<file path="config.mk">
export PLATFORM = sky130hd
export DESIGN_NAME = regfile_dump
export DESIGN_NICKNAME = d
export VERILOG_FILES = /design/src/rtl/regfile_dump.sv
export SDC_FILE = /design/constraint.sdc
export NUM_CORES = 1
export LEC_CHECK = 0
export ABC_AREA = 0
export CORE_ASPECT_RATIO = 1.25
export CORE_UTILIZATION = 40
export CTS_CLUSTER_SIZE = 28
export DETAILED_ROUTE_END_ITERATION = 8
export PLACE_DENSITY = 0.78
export SYNTH_ARGS = -nofsm -noshare
export SYNTH_HDL_FRONTEND = slang
export SYNTH_SLANG_ARGS = --single-unit
</file>
<file path="constraint.sdc">
create_clock -name clk -period 2.7 [get_ports clk]
set_input_delay 0.27 -clock clk [delete_from_list [all_inputs] [get_ports clk]]
set_output_delay 0.27 -clock clk [all_outputs]
set_load 0.02 [all_outputs]
</file>
<file path="src/rtl/regfile_dump.sv">
// Debug dump engine: walks an inclusive, wrapping register range through a
// dedicated combinational read port and streams (addr, data) over valid/ready.
module regfile_dump #(
    parameter int NUM_REGS = 32,
    parameter int ADDR_W   = 5,
    parameter int DATA_W   = 32
) (
    input  logic              clk,
    input  logic              rst,
    input  logic              start,
    input  logic [ADDR_W-1:0] lo_addr,
    input  logic [ADDR_W-1:0] hi_addr,
    output logic [ADDR_W-1:0] rf_addr,
    input  logic [DATA_W-1:0] rf_data,
    output logic              out_valid,
    input  logic              out_ready,
    output logic [ADDR_W-1:0] out_addr,
    output logic [DATA_W-1:0] out_data,
    output logic              out_last,
    output logic              busy,
    output logic              done
);

    typedef enum logic [1:0] {
        S_IDLE,
        S_READ,
        S_SEND
    } state_t;

    state_t            r_state;
    state_t            w_state_nxt;
    logic [ADDR_W-1:0] r_cnt;
    logic [ADDR_W-1:0] r_hi;
    logic              r_out_valid;
    logic [ADDR_W-1:0] r_out_addr;
    logic [DATA_W-1:0] r_out_data;
    logic              r_out_last;
    logic              r_done;
    logic              w_handshake;
    logic [ADDR_W-1:0] w_cnt_inc;

    assign w_handshake = r_out_valid & out_ready;
    // Wrap at NUM_REGS rather than relying on ADDR_W overflow alone.
    assign w_cnt_inc   = (r_cnt == ADDR_W'(NUM_REGS - 1)) ? '0 : r_cnt + 1'b1;

    // NOTE: the default assignment first keeps every path assigned, so no latch is inferred.
    always_comb begin
        w_state_nxt = r_state;
        case (r_state)
            S_IDLE:  if (start) w_state_nxt = S_READ;
            S_READ:  w_state_nxt = S_SEND;
            S_SEND:  if (w_handshake) w_state_nxt = r_out_last ? S_IDLE : S_READ;
            default: w_state_nxt = S_IDLE;
        endcase
    end

    // NOTE: sequential state uses non-blocking assignments so every register samples pre-edge values.
    always_ff @(posedge clk or posedge rst) begin
        if (rst) begin
            r_state     <= S_IDLE;
            r_cnt       <= '0;
            r_hi        <= '0;
            r_out_valid <= 1'b0;
            r_out_addr  <= '0;
            r_out_data  <= '0;
            r_out_last  <= 1'b0;
            r_done      <= 1'b0;
        end else begin
            r_state <= w_state_nxt;
            r_done  <= 1'b0;
            case (r_state)
                S_IDLE: begin
                    if (start) begin
                        r_cnt <= lo_addr;
                        r_hi  <= hi_addr;
                    end
                end
                S_READ: begin
                    // Snapshot taken here; later register-file writes do not affect this word.
                    r_out_data  <= rf_data;
                    r_out_addr  <= r_cnt;
                    r_out_valid <= 1'b1;
                    r_out_last  <= (r_cnt == r_hi);
                end
                S_SEND: begin
                    if (w_handshake) begin
                        r_out_valid <= 1'b0;
                        if (r_out_last) r_done <= 1'b1;
                        else            r_cnt  <= w_cnt_inc;
                    end
                end
                default: ;
            endcase
        end
    end

    assign rf_addr   = r_cnt;
    assign out_valid = r_out_valid;
    assign out_addr  = r_out_addr;
    assign out_data  = r_out_data;
    assign out_last  = r_out_last;
    assign busy      = (r_state != S_IDLE);
    assign done      = r_done;

endmodule
</file>
==> flow_summary_export.csv <==
group,metric,value,unit
cts,cts.repair.resized,0,
synthesis,syn_inst,149,
routing,avgViaCountPerCell,4.88,
floorplanning,die_w,68.0,um
cells_and_area,antenna_cells,0,
critical_path,worstPathArrival,2.17,ns
timing,rsz0062_at_grt,"no",
critical_path,critical_path.max_fanout,6,
grt,grt_pass1_wl,7210,um
routing,firstDrtPassIters,4,
grt,grt_pass1_vias,1551,
critical_path,worst_setup_path_end_kind,"flip-flop",
power,comb_power_share,52.6,%
timing,period_share,71.9,%
cts,clockBufferDepth,2,
cts,postCtsSetupRepairBufs,0,
grt,gr-total-overflow,0,
cts,clk_pin_slew_worst_paths,0.09,ns
floorplanning,die_y,84.5,um
floorplanning,coreArea,5150,um2
critical_path,startpoint_type,"flip-flop",
run,cap_violations,0,
timing,finalSetupViolations,0,
routing,drc,0,
critical_path,worst-setup-path-type,"reg2reg",
cts,clk_latency,0.30,ns
critical_path,reg2reg_slack,0.76,ns
power,pwr-share-seq,36.2,%
cts,cts.sinks,52,
synthesis,yosysUniqueCellTypes,28,
power,switching_share,37.0,%
routing,drt_iter0_drc,95,
synthesis,yosys_warnings,0,
timing,timing.fmax,515,MHz
floorplanning,dieArea,5750,um2
grt,grt_max_degree,32,
timing,setup-tns-final,0,ns
status,outcome,"complete, no violations",
place,dpl.hpwl,3450,um
grt,grt_use_total,17.0,%
floorplanning,fp-row-count,29,
place,routabilityCongestion,0.854,
power,intPower,2.52,mW
power,ir_worst_vdd,0.683,mV
power,p_sw,1.48,mW
place,io_buffers,91,
routing,routed-via-count,1498,
cells_and_area,nets,292,
timing,slew_headroom,72.6,%
routing,routedWlPerCell,14.7,um
cts,cts_made_buffers,5,
routing,ant_nets,0,
synthesis,syn_nets,197,
routing,routed_wl,4500,um
timing,period_needed,1.94,ns
synthesis,async_reset_ff_share,100,%
cells_and_area,fillers,429,
synthesis,ys_seq_area_share,59.7,%
power,finalPower,4.00,mW
floorplanning,start_util,42.3,%
power,p_clk_share,11.2,%
cells_and_area,drive_gt1_share,10.2,%
timing,tightestPinTransition,0.411,ns
synthesis,synth_area_per_cell,14.6,um2
cells_and_area,post-route-util,63.2,%
floorplanning,ios,92,
synthesis,synth_ff_type,"dfrtp_1",
critical_path,cp.required,2.93,ns
min_path,hold_class,"in2async",
power,p_leak,1.38,nW
cells_and_area,fin_cells,307,
place,place_inst,299,
timing,hold_violations,0,
synthesis,synth_edf_count,0,
timing,finalClockSkew,0.00919,ns
cts,h-tree-depth,2,
timing,drv_slew,0,
power,power_density,1230,nW/um2
synthesis,synth_area,2180,um2
cts,cts_tree,"done",
cts,ctsHoldBuffers,0,
cells_and_area,syn2layout_area_growth,49.5,%
synthesis,ys_ff_latch,52,
grt,antenna_found_initial,0,
cts,cts_root_buf,"clkbuf_8",
## state kept, by name, summed over array words and instances, names as in the netlist
signal	flops
r_hi	5
out_data	32
out_valid	1
out_addr	5
done	1
out_last	1
rf_addr	5
r_state	2
## cells in the mapped netlist (2+ instances only)
| cell | count | area [um2] |
|---|---|---|
| dfrtp_1 | 52 | 1300 |
| mux2_1 | 36 | 405 |
| inv_1 | 7 | 26.3 |
| mux2_2 | 6 | 67.6 |
| xnor2_1 | 5 | 43.8 |
| buf_4 | 4 | 30.0 |
| mux2_4 | 4 | 60.1 |
| nand3_1 | 4 | 20.0 |
| nor2_1 | 3 | 11.3 |
| o22ai_1 | 3 | 18.8 |
| a21oi_1 | 2 | 10.0 |
| a221oi_1 | 2 | 17.5 |
| ha_1 | 2 | 25.0 |
| mux2i_1 | 2 | 20.0 |
| nand2b_1 | 2 | 12.5 |
| nor3b_1 | 2 | 15.0 |
| or2_1 | 2 | 12.5 |
## cell usage in the layout, fill, tap and decap left out, drive strengths merged
| cell | count |
|---|---|
| and3 | 1 |
| clkdlybuf4s50 | 91 |
| or4b | 1 |
| nor2b | 1 |
| ha | 2 |
| a2bb2oi | 1 |
| nand2b | 2 |
| o22ai | 3 |
| clkinv | 2 |
| a21o | 1 |
| a21oi | 2 |
| mux2i | 2 |
| nor3b | 2 |
| inv | 8 |
| nand4b | 1 |
| a221oi | 2 |
| xnor2 | 5 |
| nor2 | 4 |
| a22oi | 1 |
| nand3 | 4 |
| clkbuf | 6 |
| dfrtp | 52 |
| mux2 | 46 |
| or2 | 2 |
| buf | 3 |
## cell families (layout without fill, tap and decap cells)
family / after synthesis / after routing / share of synthesized area [%]
DFF: 52 / 52 / 59.7
muxes: 48 / 48 / 25.4
and+or+nand+nor: 18 / 18 / 5.00
buffers and inverters: 14 / 110 / 3.50
AOI/OAI and AO/OA: 10 / 10 / 3.22
xor gates and xnor gates: 5 / 5 / 2.01
adders and majority gates: 2 / 2 / 1.15
## metal layers
layer	vias to the layer above	share of wire, %	GRT usage [%]
met4	0	0.91	5.87
li1	708	-	-
met2	56	52	28.3
met3	4	6.0	4.48
met5	-	0	0
met1	730	41	20.7
## power groups by stage
stage | Clock [mW] | Combinational (mW) | Sequential (mW)
after CTS | 0.470 | 2.14 | 1.46
final | 0.448 | 2.11 | 1.45
after global routing | 0.504 | 2.25 | 1.50
after detailed placement | 0 | 2.14 | 1.47
after floorplan | 0 | 0.814 | 1.83
after global placement | 0 | 2.11 | 1.45
## cell type report
class	instances	area (um2)	area share [%]
Clock inverter	2	10.0	0.307
Inverter	8	30.0	0.922
Tap cell	62	77.6	2.38
Multi-Input combinational cell	83	808	24.8
Sequential cell	52	1300	40.0
Timing Repair Buffer	94	946	29.1
Clock buffer	6	82.6	2.54
## critical path: stages (launching register included)
cell and delay [ns]:
dfrtp_1 0.46, ha_1 0.26, and3_1 0.19, ha_1 0.21
or4b_1 0.47, a2bb2oi_1 0.14, o22ai_1 0.15
## metrics by stage
step           area (um2)  setup slack, ns  hold slack, ns
3_5_place_dp         3160            0.776           0.474
4_1_cts              3260            0.757           0.245
2_1_floorplan        2180            0.795           0.355
5_1_grt              3260            0.672           0.279
3_3_place_gp         3160            0.821           0.466
6_report             3260            0.759           0.236
## worst paths after layout
kind,from,end,cells after the start
worst max-delay path,rf_addr[0],rf_addr[3],6
worst min-delay path,rst,out_data[0],2
worst max register to register,rf_addr[0],rf_addr[3],6
worst min register to register,out_data[30],out_data[30],1
max in group asynchronous,rst,out_addr[1],3
min in group clk,out_data[30],out_data[30],1
(Power assumes the default switching activity.)
